<file path="config.mk">
export PLATFORM = sky130hd
export DESIGN_NAME = game_flow_ctrl_flat
export DESIGN_NICKNAME = d
export VERILOG_FILES = /design/src/rtl/game_pkg.sv /design/src/rtl/game_flow_ctrl_if.sv /design/src/rtl/game_speed_ramp.sv /design/src/rtl/game_flow_ctrl.sv /design/src/flat_wrapper.sv
export SDC_FILE = /design/constraint.sdc
export NUM_CORES = 1
export LEC_CHECK = 0
export BUFFER_PORTS_ARGS = -buffer_cell sky130_fd_sc_hd__clkbuf_2
export CORE_ASPECT_RATIO = 1.5
export CORE_UTILIZATION = 30
export DETAILED_ROUTE_END_ITERATION = 7
export PLACE_DENSITY = 0.48
export SLEW_MARGIN = 5
export SYNTH_ARGS = -nofsm -noshare
export SYNTH_HDL_FRONTEND = slang
export SYNTH_SLANG_ARGS = --single-unit
</file>
<file path="constraint.sdc">
create_clock -name lcd_pclk -period 1.8 [get_ports lcd_pclk]
set_clock_uncertainty 0.05 [all_clocks]
set_input_delay 0.45 -clock lcd_pclk [delete_from_list [all_inputs] [get_ports lcd_pclk]]
set_output_delay 0.45 -clock lcd_pclk [all_outputs]
set_load 0.02 [all_outputs]
</file>
<file path="src/rtl/game_pkg.sv">
// Shared types and constants for the dino runner game-flow controller.
// States, default speed constants and the hit-index width helper.
package game_pkg;

    typedef enum logic [1:0] {
        IDLE  = 2'd0,
        PLAY  = 2'd1,
        PAUSE = 2'd2,
        OVER  = 2'd3
    } game_state_e;

    localparam int RATE_INIT_DEF = 4;
    localparam int RATE_MAX_DEF  = 10;

    function automatic int hit_width(input int n);
        return (n > 1) ? $clog2(n) : 1;
    endfunction

endpackage

</file>
<file path="src/rtl/game_flow_ctrl_if.sv">
// Key/pixel inputs and speed/score/status outputs of the game-flow controller.
// The master drives the inputs; the controller is the slave.
interface game_flow_ctrl_if #(
    parameter int N_OBST  = 2,
    parameter int RATE_W  = 4,
    parameter int SCORE_W = 16,
    parameter int HIT_W   = 1
);
    logic                start_req;
    logic                pause_req;
    logic                frame_tick;
    logic                dino_draw;
    logic [N_OBST-1:0]   obst_draw;
    logic [RATE_W-1:0]   move_rate;
    logic [SCORE_W-1:0]  score;
    logic [HIT_W-1:0]    hit_idx;
    logic                is_living;
    logic                is_paused;
    logic                is_dying;

    modport master (
        output start_req, pause_req, frame_tick,
        output dino_draw, obst_draw,
        input  move_rate, score, hit_idx,
        input  is_living, is_paused, is_dying
    );

    modport slave (
        input  start_req, pause_req, frame_tick,
        input  dino_draw, obst_draw,
        output move_rate, score, hit_idx,
        output is_living, is_paused, is_dying
    );
endinterface

</file>
<file path="src/rtl/game_speed_ramp.sv">
// Frame-counted scroll speed ramp with saturating move_rate.
// init_i reloads the start speed; en_i gates counting to live play frames.
module game_speed_ramp #(
    parameter int RATE_W      = 4,
    parameter int RATE_INIT   = 4,
    parameter int RATE_MAX    = 10,
    parameter int RAMP_FRAMES = 120
) (
    input  logic              lcd_pclk,
    input  logic              rst_n,
    input  logic              init_i,
    input  logic              en_i,
    input  logic              frame_tick_i,
    output logic [RATE_W-1:0] move_rate_o
);
    localparam int CNT_W = (RAMP_FRAMES > 1) ? $clog2(RAMP_FRAMES) : 1;

    logic [CNT_W-1:0]  cnt_q, cnt_d;
    logic [RATE_W-1:0] rate_q, rate_d;
    logic              at_max;
    logic              wrap;

    assign at_max = (rate_q >= RATE_W'(RATE_MAX));
    assign wrap   = (cnt_q == CNT_W'(RAMP_FRAMES - 1));

    always_comb begin
        cnt_d  = cnt_q;
        rate_d = rate_q;
        if (init_i) begin
            cnt_d  = '0;
            rate_d = RATE_W'(RATE_INIT);
        end else if (en_i && frame_tick_i && !at_max) begin
            if (wrap) begin
                cnt_d  = '0;
                rate_d = rate_q + 1'b1;
            end else begin
                cnt_d = cnt_q + 1'b1;
            end
        end
    end

    always_ff @(posedge lcd_pclk or negedge rst_n) begin
        if (!rst_n) begin
            cnt_q  <= '0;
            rate_q <= RATE_W'(RATE_INIT);
        end else begin
            cnt_q  <= cnt_d;
            rate_q <= rate_d;
        end
    end

    assign move_rate_o = rate_q;
endmodule

</file>
<file path="src/rtl/game_flow_ctrl.sv">
// Dino runner game-flow controller: IDLE/PLAY/OVER (+PAUSE), collision, score.
// Optional PAUSE state is built when GAME_PAUSE_EN is defined.
module game_flow_ctrl
    import game_pkg::*;
#(
    parameter int N_OBST         = 2,
    parameter int RATE_W         = 4,
    parameter int RATE_INIT      = RATE_INIT_DEF,
    parameter int RATE_MAX       = RATE_MAX_DEF,
    parameter int RAMP_FRAMES    = 120,
    parameter int SCORE_W        = 16,
    parameter int HOLDOFF_FRAMES = 60
) (
    input  logic             lcd_pclk,
    input  logic             rst_n,
    game_flow_ctrl_if.slave  bus
);
    localparam int HIT_W  = hit_width(N_OBST);
    localparam int HOLD_W = (HOLDOFF_FRAMES > 0) ?
                            $clog2(HOLDOFF_FRAMES + 1) : 1;

    function automatic logic [HIT_W-1:0] lowest_set(
        input logic [N_OBST-1:0] v
    );
        logic [HIT_W-1:0] idx;
        idx = '0;
        for (int i = N_OBST - 1; i >= 0; i--) begin
            if (v[i]) idx = HIT_W'(i);
        end
        return idx;
    endfunction

    game_state_e        state_q, state_d;
    logic [SCORE_W-1:0] score_q, score_d;
    logic [HIT_W-1:0]   hit_q, hit_d;
    logic [HOLD_W-1:0]  hold_q, hold_d;
    logic               collide;
    logic               pause_hit;
    logic               hold_done;
    logic               run_en;
    logic               init;

    assign collide   = bus.dino_draw & (|bus.obst_draw);
    assign hold_done = (hold_q == HOLD_W'(HOLDOFF_FRAMES));

`ifdef GAME_PAUSE_EN
    assign pause_hit = bus.pause_req;
`else
    logic unused_pause;
    assign unused_pause = bus.pause_req;
    assign pause_hit    = 1'b0;
`endif

    always_comb begin
        state_d = state_q;
        score_d = score_q;
        hit_d   = hit_q;
        hold_d  = hold_q;
        run_en  = 1'b0;
        init    = 1'b0;
        unique case (state_q)
            IDLE: begin
                if (bus.start_req) begin
                    state_d = PLAY;
                    score_d = '0;
                    init    = 1'b1;
                end
            end
            PLAY: begin
                // collision outranks pause, pause outranks frame_tick
                if (collide) begin
                    state_d = OVER;
                    hit_d   = lowest_set(bus.obst_draw
                                         & {N_OBST{bus.dino_draw}});
                    hold_d  = '0;
                end else if (pause_hit) begin
                    state_d = PAUSE;
                end else begin
                    run_en = 1'b1;
                    if (bus.frame_tick && (score_q != '1)) begin
                        score_d = score_q + 1'b1;
                    end
                end
            end
            PAUSE: begin
                if (pause_hit) state_d = PLAY;
            end
            OVER: begin
                if (bus.start_req && hold_done) begin
                    state_d = PLAY;
                    score_d = '0;
                    init    = 1'b1;
                end else if (bus.frame_tick && !hold_done) begin
                    hold_d = hold_q + 1'b1;
                end
            end
            default: state_d = IDLE;
        endcase
    end

    always_ff @(posedge lcd_pclk or negedge rst_n) begin
        if (!rst_n) begin
            state_q <= IDLE;
            score_q <= '0;
            hit_q   <= '0;
            hold_q  <= '0;
        end else begin
            state_q <= state_d;
            score_q <= score_d;
            hit_q   <= hit_d;
            hold_q  <= hold_d;
        end
    end

    game_speed_ramp #(
        .RATE_W      (RATE_W),
        .RATE_INIT   (RATE_INIT),
        .RATE_MAX    (RATE_MAX),
        .RAMP_FRAMES (RAMP_FRAMES)
    ) u_ramp (
        .lcd_pclk     (lcd_pclk),
        .rst_n        (rst_n),
        .init_i       (init),
        .en_i         (run_en),
        .frame_tick_i (bus.frame_tick),
        .move_rate_o  (bus.move_rate)
    );

    assign bus.score     = score_q;
    assign bus.hit_idx   = hit_q;
    assign bus.is_living = (state_q == PLAY);
    assign bus.is_dying  = (state_q == OVER);
`ifdef GAME_PAUSE_EN
    assign bus.is_paused = (state_q == PAUSE);
`else
    assign bus.is_paused = 1'b0;
`endif
endmodule

</file>
<file path="src/flat_wrapper.sv">
// flat-port wrapper written by rule: the top's interface ports become plain ports
module game_flow_ctrl_flat import game_pkg::*;
#(
    parameter int N_OBST         = 2,
    parameter int RATE_W         = 4,
    parameter int RATE_INIT      = RATE_INIT_DEF,
    parameter int RATE_MAX       = RATE_MAX_DEF,
    parameter int RAMP_FRAMES    = 120,
    parameter int SCORE_W        = 16,
    parameter int HOLDOFF_FRAMES = 60
)
  (lcd_pclk, rst_n, bus_start_req, bus_pause_req, bus_frame_tick, bus_dino_draw, bus_obst_draw, bus_move_rate, bus_score, bus_hit_idx, bus_is_living, bus_is_paused, bus_is_dying);
  game_flow_ctrl_if #(.N_OBST(N_OBST), .RATE_W(RATE_W), .SCORE_W(SCORE_W), .HIT_W((hit_width(N_OBST)))) bus_i ();
  input  logic lcd_pclk;
  input  logic rst_n;
  input wire logic [$bits(bus_i.start_req)-1:0] bus_start_req;
  input wire logic [$bits(bus_i.pause_req)-1:0] bus_pause_req;
  input wire logic [$bits(bus_i.frame_tick)-1:0] bus_frame_tick;
  input wire logic [$bits(bus_i.dino_draw)-1:0] bus_dino_draw;
  input wire logic [$bits(bus_i.obst_draw)-1:0] bus_obst_draw;
  output wire logic [$bits(bus_i.move_rate)-1:0] bus_move_rate;
  output wire logic [$bits(bus_i.score)-1:0] bus_score;
  output wire logic [$bits(bus_i.hit_idx)-1:0] bus_hit_idx;
  output wire logic [$bits(bus_i.is_living)-1:0] bus_is_living;
  output wire logic [$bits(bus_i.is_paused)-1:0] bus_is_paused;
  output wire logic [$bits(bus_i.is_dying)-1:0] bus_is_dying;
  assign bus_i.start_req = bus_start_req;
  assign bus_i.pause_req = bus_pause_req;
  assign bus_i.frame_tick = bus_frame_tick;
  assign bus_i.dino_draw = bus_dino_draw;
  assign bus_i.obst_draw = bus_obst_draw;
  assign bus_move_rate = bus_i.move_rate;
  assign bus_score = bus_i.score;
  assign bus_hit_idx = bus_i.hit_idx;
  assign bus_is_living = bus_i.is_living;
  assign bus_is_paused = bus_i.is_paused;
  assign bus_is_dying = bus_i.is_dying;
  game_flow_ctrl #(.N_OBST(N_OBST), .RATE_W(RATE_W), .RATE_INIT(RATE_INIT), .RATE_MAX(RATE_MAX), .RAMP_FRAMES(RAMP_FRAMES), .SCORE_W(SCORE_W), .HOLDOFF_FRAMES(HOLDOFF_FRAMES)) u_core (.lcd_pclk(lcd_pclk), .rst_n(rst_n), .bus(bus_i));
endmodule
</file>
==> results.yml <==
sta:
  fmax_mhz: 549.6
  min_period_ns: 1.819
  fin_ws_ns: -0.01945
  setup_violations: 2
  setup_tns_ns: -0.03390
  drv_slew: 0
  rsz0062_at_grt: "true"
  period_share_pct: 101.1
  hold_viol_final: 0
detailed_routing:
  dr.pass1.iters: 4
  avgRoutedWirePerCell_um: 14.99
  dr.first_iter.drc_count: 103
  drt_wl_total_um: 5994
  avgViaCountPerCell: 5.310
  drc: 0
  via_count: 2124
  ant_nets: 0
global_route:
  grt_max_degree: 37
  grt-ovfl-total: 0
  grt_pass1_vias: 2125
  grt_usage_pct: 17.04
  grt_pass1_wl_um: 10080
  antenna_found_initial: 0
floorplanning:
  start_util_pct: 31.32
  coreArea_mm2: 0.006944
  die_w_um: 71.52
  dieHeight_um: 106.3
  pin_count: 32
  std_cell_rows: 37
  die_area_mm2: 0.007600
cells_and_area:
  final-seq-area_um2: 908.4
  final_util_pct: 46.38
  fillCellCount: 703
  nets: 339
  drive_gt1_share_pct: 45.03
  stdcell_count: 400
  antenna_cells: 0
  final_area_mm2: 0.003221
  area_growth_pct: 48.10
  multi_input_area_mm2: 0.001466
flow_run:
  maxCapViolCount: 0
critical_path:
  path_buf_inv: 1
  endpoint_kind: "register"
  worst-path-stages: 7
  crit_fanout: 5
  crit_required_ns: 1.97
  cp_slowest_cell: "dfrtp_2"
  cpLargestDelayFamily: "simple AND/OR/NAND/NOR gates"
  rr_worst_depth: 7
  worst-setup-path-type: "register to register"
  worst_setup_path_start_kind: "register"
  path_cells: "ha_2 > and3_1 > a21oi_1 > buf_4 > nand3_4 > or3_1 > a21oi_1"
  crit_top_cell: "a21oi_1"
  cp.arrival_ns: 1.99
  max_stage_delay_ns: 0.46
clocking:
  cts_root_buffer: "clkbuf_8"
  cts_tree: "done"
  cts_buffers: 5
  postCtsHoldBufs: 0
  htree_levels: 2
  clk_pin_slew_ns: 0.08
  clk_latency_ns: 0.29
  cts_sinks: 36
  clk_path_buf_depth: 2
synthesis:
  synth-main-ff-cell: "dfrtp_1"
  ys_types: 53
  ys_top_cells_by_area: "dfrtp_1 (40%), ha_1 (5.8%), o21ai_0 (3.9%), a21oi_1 (3.5%), nand2_1 (2.9%)"
  synthXorXnorAreaFrac_pct: 2.417
  synthMuxAreaShare_pct: 1.899
  avgSynthCellArea_um2: 9.373
  synth-edff-count: 0
  async_flop_share_pct: 100.0
  synth_cells: 232
  synth_top_family_by_area: "simple AND/OR/NAND/NOR gates"
  ys_warn_count: 0
  synth_top_area_cell: "dfrtp_1"
  ys_seq_area_share_pct: 41.48
  synth_fp_nets: 250
  yosysMostFrequentCell: "dfrtp_1"
  synth_top_area_share_pct: 40.28
  syn_area_mm2: 0.002175
  synth.ff_latch_count: 36
  synth_top_cells_by_count: "dfrtp_1 (35), nand2_1 (17), o21ai_0 (17)"
  yosys.area_share.simple_pct: 24.80
  synth_compound_area_share_pct: 20.60
  synthAdderAreaFrac_pct: 5.754
worst_hold_path:
  hp-class: "input pin to async pin"
power:
  vdd_drop_max_mv: 0.4514
  p_leak_nw: 1.459
  power_density_mw_per_mm2: 1064
placed_design:
  dp_hpwl_um: 4318
  pre_cts_ws_ns: -0.1240
  dpl_cell_area_mm2: 0.002851
  io_buffer_count: 29
  gp_congestion: 0.8171
  placedCellCount: 380
outcome:
  violations: "setup timing"
  status: "complete, but fails checks"
==> worst reg2reg max path, cell delays in order (launching register included) <==
cell     delay, ns
dfrtp_2       0.46
ha_2          0.24
and3_1        0.17
a21oi_1       0.16
buf_4         0.16
nand3_4       0.08
or3_1         0.31
a21oi_1       0.13
==> power breakdown <==
group	internal, mW	total, mW	switching [mW]	leakage (nW)
sequential	0.949	1.09	0.144	0.470
combinational	0.818	1.76	0.942	0.947
clock	0.272	0.573	0.301	0.0422
total	2.04	3.43	1.39	1.46
==> kinds of logic (layout without fill, tap and decap cells) <==
family          after synthesis  count (layout)
fa+ha+maj                    10              10
mux                           4               4
flops                        36              36
other cells                   1               1
compound gates               66              66
simple gates                 94              94
buf+inv                      15             105
xor+xnor                      6               6
==> final cells by class <==
| cell class | instances | share of cell area [%] |
|---|---|---|
| clock inverter | 1 | 0.1554 |
| inverter | 9 | 1.127 |
| sequential | 36 | 28.21 |
| timing repair buffer | 88 | 19.58 |
| clock buffer | 7 | 2.370 |
| multi-input combinational | 181 | 45.53 |
| tap | 78 | 3.030 |
==> cell usage in the layout, fill, tap and decap left out, types with 4 or more instances in the layout <==
cell type / n
buf_4: 54
dfrtp_1: 30
clkbuf_2: 28
nor2_1: 14
nand2_1: 13
o21ai_0: 12
a21oi_1: 12
nand3_1: 9
nand4_1: 8
and3_1: 7
inv_1: 6
or3_1: 6
and2_1: 5
xor2_1: 5
ha_1: 5
clkbuf_8: 5
dfrtp_2: 5
o41ai_2: 4
o21ai_1: 4
a31oi_1: 4
buf_6: 4
==> final timing paths <==
kind / start / to / slack, ns
max: u_core.state_q[1] / u_core.hold_q[4] / -0.02
max in group asynchronous: rst_n / u_core.u_ramp.move_rate_o[2] / 1.17
max reg2reg: u_core.state_q[1] / u_core.hold_q[4] / -0.02
min in group lcd_pclk: bus_obst_draw[0] / u_core.bus.hit_idx / 0.33
min: rst_n / u_core.bus.score[3] / 0.15
min reg2reg: u_core.u_ramp.cnt_q[6] / u_core.u_ramp.cnt_q[6] / 0.50
==> metal layers <==
metal	part of all wire [%]	up-vias	wire, um	GRT usage (%)
li1	-	1044	-	-
met1	43	1036	2555	19.86
met2	53	37	3177	31.09
met3	2.4	7	145	2.559
met4	1.9	0	116	6.162
met5	0	-	0	0
==> state kept, by name, indices dropped and copies added (netlist names) <==
register	flops
u_core.state_q	2
u_core.u_ramp.move_rate_o	4
u_core.u_ramp.cnt_q	7
u_core.bus.score	16
u_core.bus.hit_idx	1
u_core.hold_q	6
==> per-stage QoR <==
stage	power (mW)	hold slack, ns
after floorplan	1.973	0.1044
after global placement	2.476	0.4754
after detailed placement	2.487	0.4899
after CTS	3.280	0.1702
after global routing	3.666	0.1968
final	3.426	0.1519
==> timing repair <==
action	in CTS	in global routing
gates resized for setup	21	25
buffers inserted	3	8
pin swaps	7	10
setup endpoints to repair	23	28
cloned	1	0
endpoints found under the hold margin	0	0
(Power assumes the default switching activity.)
